**src/rtl/mem_bus_arbiter_if.sv**
```systemverilog
// Bus bundle between the IFU, the LSU and the core memory port.
// slave  : the arbiter's view (requests in, grants/responses out, memory port out)
// master : the environment's view (requesters and memory)
interface mem_bus_arbiter_if;
   logic        ifu_valid;
   logic        ifu_ready;
   logic [31:0] ifu_addr;
   logic        ifu_rvalid;
   logic [31:0] ifu_rdata;
   logic        ifu_err;

   logic        lsu_valid;
   logic        lsu_ready;
   logic [31:0] lsu_addr;
   logic        lsu_wen;
   logic [31:0] lsu_wdata;
   logic [3:0]  lsu_wmask;
   logic        lsu_rvalid;
   logic [31:0] lsu_rdata;
   logic        lsu_err;

   logic        mem_valid;
   logic        mem_ready;
   logic [31:0] mem_addr;
   logic        mem_wen;
   logic [31:0] mem_wdata;
   logic [3:0]  mem_wmask;
   logic        mem_rvalid;
   logic [31:0] mem_rdata;

   logic [1:0]  owner_out;

   modport slave (
      input  ifu_valid, ifu_addr,
      input  lsu_valid, lsu_addr, lsu_wen, lsu_wdata, lsu_wmask,
      input  mem_ready, mem_rvalid, mem_rdata,
      output ifu_ready, ifu_rvalid, ifu_rdata, ifu_err,
      output lsu_ready, lsu_rvalid, lsu_rdata, lsu_err,
      output mem_valid, mem_addr, mem_wen, mem_wdata, mem_wmask,
      output owner_out
   );

   modport master (
      output ifu_valid, ifu_addr,
      output lsu_valid, lsu_addr, lsu_wen, lsu_wdata, lsu_wmask,
      output mem_ready, mem_rvalid, mem_rdata,
      input  ifu_ready, ifu_rvalid, ifu_rdata, ifu_err,
      input  lsu_ready, lsu_rvalid, lsu_rdata, lsu_err,
      input  mem_valid, mem_addr, mem_wen, mem_wdata, mem_wmask,
      input  owner_out
   );
endinterface

```
**src/rtl/mem_bus_arbiter.sv**
```systemverilog
// Shares the core memory port between IFU (read-only) and LSU (read/write).
// One request is granted and latched at a time, driven to memory until the
// response returns, then routed back to its owner only. A watchdog forces an
// error response if memory never answers.
// Ports: clk, rst (sync, active-high), bus (mem_bus_arbiter_if.slave).
//
// state  | meaning
// S_IDLE | no owner; arbitrate and accept one request
// S_REQ  | mem_valid high with latched fields, waiting for mem_ready
// S_RESP | request taken by memory, waiting for mem_rvalid
module mem_bus_arbiter #(
   parameter int unsigned TIMEOUT = 1024,
   parameter bit          RR_MODE = 1'b0
) (
   input logic              clk,
   input logic              rst,
   mem_bus_arbiter_if.slave bus
);
   localparam int unsigned   CW       = $clog2(TIMEOUT);
   localparam logic [CW-1:0] CNT_LAST = CW'(TIMEOUT - 1);
   localparam logic [1:0]    OWN_NONE = 2'b00;
   localparam logic [1:0]    OWN_IFU  = 2'b01;
   localparam logic [1:0]    OWN_LSU  = 2'b10;

   typedef enum logic [1:0] {S_IDLE, S_REQ, S_RESP} state_e;

   state_e        state_q, state_d;
   logic [1:0]    owner_q, owner_d;
   logic [31:0]   addr_q, addr_d;
   logic [31:0]   wdata_q, wdata_d;
   logic          wen_q, wen_d;
   logic [3:0]    wmask_q, wmask_d;
   logic [CW-1:0] cnt_q, cnt_d;
   logic          favour_lsu_q, favour_lsu_d;

   logic          sel_ifu, sel_lsu, cnt_last;
   logic          mem_valid_c, resp_v, resp_err;
   logic [31:0]   resp_data;
   logic          to_ifu, to_lsu;

   // On a tie the LSU wins in fixed-priority mode; in round-robin mode the
   // pointer says which side did not own the bus last.
   assign sel_lsu  = bus.lsu_valid && (!bus.ifu_valid || !RR_MODE || favour_lsu_q);
   assign sel_ifu  = bus.ifu_valid && !sel_lsu;
   assign cnt_last = (cnt_q == CNT_LAST);

   always_comb begin
      state_d      = state_q;
      owner_d      = owner_q;
      addr_d       = addr_q;
      wdata_d      = wdata_q;
      wen_d        = wen_q;
      wmask_d      = wmask_q;
      cnt_d        = cnt_q;
      favour_lsu_d = favour_lsu_q;
      mem_valid_c  = 1'b0;
      resp_v       = 1'b0;
      resp_err     = 1'b0;
      resp_data    = '0;
      case (state_q)
         S_IDLE: begin
            if (sel_lsu) begin
               owner_d      = OWN_LSU;
               addr_d       = bus.lsu_addr;
               wen_d        = bus.lsu_wen;
               wdata_d      = bus.lsu_wdata;
               wmask_d      = bus.lsu_wmask;
               cnt_d        = '0;
               favour_lsu_d = 1'b0;
               state_d      = S_REQ;
            end else if (sel_ifu) begin
               owner_d      = OWN_IFU;
               addr_d       = bus.ifu_addr;
               wen_d        = 1'b0;
               wdata_d      = '0;
               wmask_d      = 4'b0000;
               cnt_d        = '0;
               favour_lsu_d = 1'b1;
               state_d      = S_REQ;
            end
         end
         S_REQ: begin
            cnt_d = cnt_q + CW'(1);
            if (cnt_last) begin
               // Memory never took the request: drop it and report an error.
               resp_v   = 1'b1;
               resp_err = 1'b1;
               owner_d  = OWN_NONE;
               state_d  = S_IDLE;
            end else begin
               mem_valid_c = 1'b1;
               if (bus.mem_ready) state_d = S_RESP;
            end
         end
         S_RESP: begin
            cnt_d = cnt_q + CW'(1);
            if (bus.mem_rvalid) begin
               // A real response on the last watchdog cycle still wins.
               resp_v    = 1'b1;
               resp_data = bus.mem_rdata;
               owner_d   = OWN_NONE;
               state_d   = S_IDLE;
            end else if (cnt_last) begin
               resp_v   = 1'b1;
               resp_err = 1'b1;
               owner_d  = OWN_NONE;
               state_d  = S_IDLE;
            end
         end
         default: begin
            owner_d = OWN_NONE;
            state_d = S_IDLE;
         end
      endcase
   end

   always_ff @(posedge clk) begin
      if (rst) begin
         state_q      <= S_IDLE;
         owner_q      <= OWN_NONE;
         addr_q       <= '0;
         wdata_q      <= '0;
         wen_q        <= 1'b0;
         wmask_q      <= 4'b0000;
         cnt_q        <= '0;
         favour_lsu_q <= 1'b1;
      end else begin
         state_q      <= state_d;
         owner_q      <= owner_d;
         addr_q       <= addr_d;
         wdata_q      <= wdata_d;
         wen_q        <= wen_d;
         wmask_q      <= wmask_d;
         cnt_q        <= cnt_d;
         favour_lsu_q <= favour_lsu_d;
      end
   end

   // Outputs are forced low while rst is held so an abandoned transaction
   // cannot leak a response during the reset cycle.
   assign to_ifu = !rst && resp_v && (owner_q == OWN_IFU);
   assign to_lsu = !rst && resp_v && (owner_q == OWN_LSU);

   assign bus.ifu_ready  = !rst && (state_q == S_IDLE) && sel_ifu;
   assign bus.lsu_ready  = !rst && (state_q == S_IDLE) && sel_lsu;
   assign bus.ifu_rvalid = to_ifu;
   assign bus.ifu_rdata  = to_ifu ? resp_data : '0;
   assign bus.ifu_err    = to_ifu && resp_err;
   assign bus.lsu_rvalid = to_lsu;
   assign bus.lsu_rdata  = to_lsu ? resp_data : '0;
   assign bus.lsu_err    = to_lsu && resp_err;
   assign bus.mem_valid  = !rst && mem_valid_c;
   assign bus.mem_addr   = rst ? '0 : addr_q;
   assign bus.mem_wen    = !rst && wen_q;
   assign bus.mem_wdata  = rst ? '0 : wdata_q;
   assign bus.mem_wmask  = rst ? 4'b0000 : wmask_q;
   assign bus.owner_out  = rst ? OWN_NONE : owner_q;
endmodule

```
**src/flat_wrapper.sv**
```systemverilog
// flat-port wrapper written by rule: the top's interface ports become plain ports
module mem_bus_arbiter_flat 
#(
   parameter int unsigned TIMEOUT = 1024,
   parameter bit          RR_MODE = 1'b0
)
  (clk, rst, bus_ifu_valid, bus_ifu_addr, bus_lsu_valid, bus_lsu_addr, bus_lsu_wen, bus_lsu_wdata, bus_lsu_wmask, bus_mem_ready, bus_mem_rvalid, bus_mem_rdata, bus_ifu_ready, bus_ifu_rvalid, bus_ifu_rdata, bus_ifu_err, bus_lsu_ready, bus_lsu_rvalid, bus_lsu_rdata, bus_lsu_err, bus_mem_valid, bus_mem_addr, bus_mem_wen, bus_mem_wdata, bus_mem_wmask, bus_owner_out);
  mem_bus_arbiter_if bus_i ();
  input logic clk;
  input logic rst;
  input wire logic [$bits(bus_i.ifu_valid)-1:0] bus_ifu_valid;
  input wire logic [$bits(bus_i.ifu_addr)-1:0] bus_ifu_addr;
  input wire logic [$bits(bus_i.lsu_valid)-1:0] bus_lsu_valid;
  input wire logic [$bits(bus_i.lsu_addr)-1:0] bus_lsu_addr;
  input wire logic [$bits(bus_i.lsu_wen)-1:0] bus_lsu_wen;
  input wire logic [$bits(bus_i.lsu_wdata)-1:0] bus_lsu_wdata;
  input wire logic [$bits(bus_i.lsu_wmask)-1:0] bus_lsu_wmask;
  input wire logic [$bits(bus_i.mem_ready)-1:0] bus_mem_ready;
  input wire logic [$bits(bus_i.mem_rvalid)-1:0] bus_mem_rvalid;
  input wire logic [$bits(bus_i.mem_rdata)-1:0] bus_mem_rdata;
  output wire logic [$bits(bus_i.ifu_ready)-1:0] bus_ifu_ready;
  output wire logic [$bits(bus_i.ifu_rvalid)-1:0] bus_ifu_rvalid;
  output wire logic [$bits(bus_i.ifu_rdata)-1:0] bus_ifu_rdata;
  output wire logic [$bits(bus_i.ifu_err)-1:0] bus_ifu_err;
  output wire logic [$bits(bus_i.lsu_ready)-1:0] bus_lsu_ready;
  output wire logic [$bits(bus_i.lsu_rvalid)-1:0] bus_lsu_rvalid;
  output wire logic [$bits(bus_i.lsu_rdata)-1:0] bus_lsu_rdata;
  output wire logic [$bits(bus_i.lsu_err)-1:0] bus_lsu_err;
  output wire logic [$bits(bus_i.mem_valid)-1:0] bus_mem_valid;
  output wire logic [$bits(bus_i.mem_addr)-1:0] bus_mem_addr;
  output wire logic [$bits(bus_i.mem_wen)-1:0] bus_mem_wen;
  output wire logic [$bits(bus_i.mem_wdata)-1:0] bus_mem_wdata;
  output wire logic [$bits(bus_i.mem_wmask)-1:0] bus_mem_wmask;
  output wire logic [$bits(bus_i.owner_out)-1:0] bus_owner_out;
  assign bus_i.ifu_valid = bus_ifu_valid;
  assign bus_i.ifu_addr = bus_ifu_addr;
  assign bus_i.lsu_valid = bus_lsu_valid;
  assign bus_i.lsu_addr = bus_lsu_addr;
  assign bus_i.lsu_wen = bus_lsu_wen;
  assign bus_i.lsu_wdata = bus_lsu_wdata;
  assign bus_i.lsu_wmask = bus_lsu_wmask;
  assign bus_i.mem_ready = bus_mem_ready;
  assign bus_i.mem_rvalid = bus_mem_rvalid;
  assign bus_i.mem_rdata = bus_mem_rdata;
  assign bus_ifu_ready = bus_i.ifu_ready;
  assign bus_ifu_rvalid = bus_i.ifu_rvalid;
  assign bus_ifu_rdata = bus_i.ifu_rdata;
  assign bus_ifu_err = bus_i.ifu_err;
  assign bus_lsu_ready = bus_i.lsu_ready;
  assign bus_lsu_rvalid = bus_i.lsu_rvalid;
  assign bus_lsu_rdata = bus_i.lsu_rdata;
  assign bus_lsu_err = bus_i.lsu_err;
  assign bus_mem_valid = bus_i.mem_valid;
  assign bus_mem_addr = bus_i.mem_addr;
  assign bus_mem_wen = bus_i.mem_wen;
  assign bus_mem_wdata = bus_i.mem_wdata;
  assign bus_mem_wmask = bus_i.mem_wmask;
  assign bus_owner_out = bus_i.owner_out;
  mem_bus_arbiter #(.TIMEOUT(TIMEOUT), .RR_MODE(RR_MODE)) u_core (.clk(clk), .rst(rst), .bus(bus_i));
endmodule
```
**config.mk**
```make
export PLATFORM = sky130hd
export DESIGN_NAME = mem_bus_arbiter_flat
export DESIGN_NICKNAME = d
export VERILOG_FILES = /design/src/rtl/mem_bus_arbiter_if.sv /design/src/rtl/mem_bus_arbiter.sv /design/src/flat_wrapper.sv
export SDC_FILE = /design/constraint.sdc
export NUM_CORES = 1
export LEC_CHECK = 0
export BUFFER_PORTS_ARGS = -buffer_cell sky130_fd_sc_hd__buf_4
export CAP_MARGIN = 20
export CELL_PAD_IN_SITES_DETAIL_PLACEMENT = 0
export CELL_PAD_IN_SITES_GLOBAL_PLACEMENT = 1
export CORE_UTILIZATION = 29
export DETAILED_ROUTE_END_ITERATION = 6
export PLACE_DENSITY_LB_ADDON = 0.1
export SYNTH_ARGS = -nofsm -noshare
export SYNTH_HDL_FRONTEND = slang
export SYNTH_SLANG_ARGS = --single-unit
```
**constraint.sdc**
```tcl
create_clock -name clk -period 2.2 [get_ports clk]
set_input_delay 0.44 -clock clk [delete_from_list [all_inputs] [get_ports clk]]
set_output_delay 0.44 -clock clk [all_outputs]
set_load 0.01 [all_outputs]
```
==> impl_metrics.yaml <==
sta:
  hold_slack_ns: 0.317
  timing.setup.tns_ns: -0.373
  slew_viol_final: 0
  hold_viol: 0
  worst_slack_ns: -0.0338
  period_share_pct: 102
  setup_violations: 27
  tightest_slew_ns: 0.520
  skew_ns: 0.00747
  fmaxAchievable_mhz: 448
  max_slew_margin_pct: 65.3
  rsz0062_at_grt: "yes"
  fin_crit_ns: 2.23
final_layout:
  fin_area_um2: 7300
  final_util_pct: 52.0
  area_growth_pct: 72.2
  fin_cells: 946
  n_antenna_cell: 0
  post_route_cells_drive_above_1_share_pct: 48.7
  nFillCells: 1336
  fin_nets: 905
route:
  wire_per_inst_um: 14.2
  drtIter0Drc: 165
  vias: 4363
  ant_nets: 0
  firstDrtPassIters: 4
  detail_route.vias_per_cell: 4.61
  finalWirelength_mm: 13.4
  drc: 0
die:
  die_w_um: 123
  rows: 43
  core_um2: 14000
  num_io_pins: 281
  initial_core_util_pct: 30.2
  dieArea_um2: 15100
  die_y_um: 123
setup_path:
  worst_setup_path_end_kind: "output pin"
  crit_chain: "inv_2 > ha_4 > nand3b_1 > nor2_4 > buf_6 > and2_1 > buf_6"
  r2r-end: "u_core.cnt_q[9]"
  startpoint_type: "register"
  critPathKind: "register to output pin"
  cpMaxStageDelayCell: "dfxtp_2"
  r2r_slack_ns: 0.30
  cp_num_buf_inv: 3
  cp_common_cell: "buf_6"
  critPathMaxFanout: 10
  reg2reg_from: "u_core.state_q[0]"
  cpPeakStageDelay_ns: 0.33
  worstPathArrival_ns: 1.79
  rr_worst_depth: 5
  worstPathRequired_ns: 1.76
  cp_top_family: "simple AND/OR/NAND/NOR gates"
synth:
  synth_ff_type: "dfxtp_1"
  yosysUniqueCellTypes: 37
  synth_enable_flop_cells: 0
  yosys.area_share.simple_pct: 29.8
  async_reset_ff_share_pct: 0
  yosysTopAreaCell: "dfxtp_1"
  synth_nets: 625
  yosys.area_share.xor_xnor_pct: 1.24
  synth_compound_area_share_pct: 16.3
  synthAdderAreaFrac_pct: 1.48
  synth_cells: 481
  synth_mux_area_share_pct: 7.79
  netlist_area_um2: 4240
  yosysWarnings: 0
  synth_seq_cells: 83
  synthTopCellsByArea: "dfxtp_1 39%, nor2b_1 11%, and2_1 9.4%"
  yosysSeqAreaShare_pct: 39.2
  synth_top_family_by_area: "simple AND/OR/NAND/NOR gates"
  avgSynthCellArea_um2: 8.81
  netlist.area_leader.share_pct: 39.2
power:
  power_density_nw_per_um2: 826
  switchingPower_w: 0.00190
  p_sw_share_pct: 31.5
  leakage_nw: 3.51
  ir_worst_vdd_mv: 0.469
  seq_power_share_pct: 33.4
  p_int_w: 0.00413
  clockPowerShare_pct: 28.6
  pwr-share-comb_pct: 38.1
placed_design:
  placed_cell_area_um2: 6590
  io_buffers: 280
  dp_hpwl_mm: 9.82
  gp_congestion: 0.733
  post-place-cells: 919
clock_tree:
  clkLatencyLatePin_ns: 0.34
  cts-root-buf: "clkbuf_16"
  clk_pin_slew_ns: 0.06
  numCtsBuffers: 9
  htree_levels: 3
  cts.sinks: 83
  cts_tree: "built"
  cts_hold_buf: 0
  cts.path.max_buffers: 2
run_status:
  status: "complete, but fails checks"
  violations: "setup timing"
hold_path:
  holdPathStages: 2
  min-delay-start: "bus_lsu_wdata[22]"
  hp-class: "primary input to register"
  min_to: "u_core.wdata_q[22]"
global_routing:
  grt_pass1_vias: 4162
  antenna_found_initial: 0
  grt_usage_pct: 17.2
  grt_max_degree: 104
  grt-ovfl-total: 0
  grt_pass1_wl_mm: 20.1
flow_run:
  cap_violations: 0
[repair_timing]
item                                    in CTS  in global routing
endpoints found under the setup margin      68                 68
cloned                                       3                  0
pin swaps                                   22                  9
gates resized for setup                     57                 27
buffers inserted                             6                  3
[state kept, by name, summed over array words and instances, names as in the netlist]
register        flops
u_core.state_q      2
u_core.owner_q      2
u_core.wmask_q      4
u_core.wdata_q     32
u_core.cnt_q       10
u_core.addr_q      32
u_core.wen_q        1
[cells in the mapped netlist (all sizes together), types with 2 or more instances]
library cell	count
a21oi	7
a211oi	33
dfxtp	83
a22o	37
and2	64
ha	5
o21ai	6
xnor2	4
nand3b	3
or3	3
buf	14
nor3b	2
nor2	48
nand2	8
nor2b	73
mux2i	33
xor2	2
inv	6
nor3	5
clkbuf	24
nand3	4
nor4b	2
nand2b	3
o22ai	2
nand4	2
o41ai	2
[kinds of logic (layout without fill, tap and decap cells)]
logic type	count (synthesis)	count (layout)
muxes	33	33
DFF	83	83
AOI/OAI and AO/OA	90	90
adders and majority gates	5	5
xor gates and xnor gates	6	6
and+or+nand+nor	220	220
buffers and inverters	44	329
[how the worst max path moves through the flow]
stage | from | endpoint | slack, ns | cells after the start
after floorplan | rst | bus_ifu_rdata[10] | 0.12 | 6
after global placement | u_core.cnt_q[1] | bus_ifu_err | 0.15 | 5
after detailed placement | u_core.cnt_q[1] | bus_ifu_err | 0.12 | 5
after CTS | u_core.state_q[0] | bus_lsu_rdata[1] | -0.07 | 7
after global routing | u_core.state_q[0] | bus_lsu_rdata[14] | -0.14 | 7
final | u_core.state_q[0] | bus_lsu_rdata[26] | -0.03 | 7
[metal layers]
metal | track usage [%] | share of wire, %
met1 | 18.0 | 38
met2 | 32.2 | 54
met3 | 5.72 | 7.9
met4 | 5.41 | 0.98
met5 | 0 | 0
[metrics by stage]
| stage | total power, W | worst slack (ns) |
|---|---|---|
| after detailed placement | 0.00420 | 0.117 |
| after global placement | 0.00417 | 0.154 |
| after CTS | 0.00605 | -0.0679 |
| after floorplan | 0.00334 | 0.118 |
| after global routing | 0.00644 | -0.141 |
| final | 0.00603 | -0.0338 |
[worst register-to-register path, stage by stage (launching register included)]
cell and delay (ns):
dfxtp_2 0.32, buf_4 0.14, ha_1 0.30, or4_4 0.61, or3_1 0.32, a21oi_1 0.14
[power by group through the flow]
stage          clock [W]  combinational (W)  sequential (W)
5_1_grt          0.00185            0.00254         0.00206
3_5_place_dp           0            0.00216         0.00204
4_1_cts          0.00177            0.00227         0.00201
6_report         0.00172            0.00229         0.00201
3_3_place_gp           0            0.00214         0.00203
2_1_floorplan          0            0.00133         0.00201
[cells in the final DEF, fill, tap and decap left out, types with 7 or more instances in the layout]
cell type,netlist,layout
clkbuf_16,0,9
mux2i_1,33,33
dfxtp_2,0,7
a211oi_1,33,33
buf_6,0,30
and2_1,64,42
nor2_1,48,45
and2_4,0,22
buf_4,0,273
nor2b_1,73,73
dfxtp_1,83,75
a22o_1,37,37
[cell type report]
type,count,area [um2],area share [%]
Multi-Input combinational cell,354,2560,35.2
Timing Repair Buffer,307,2470,33.8
Sequential cell,83,1670,22.9
Clock buffer,10,229,3.14
Tap cell,180,225,3.09
Clock inverter,6,114,1.56
Inverter,6,22.5,0.309
No activity file was read; power rests on OpenSTA's default activity.
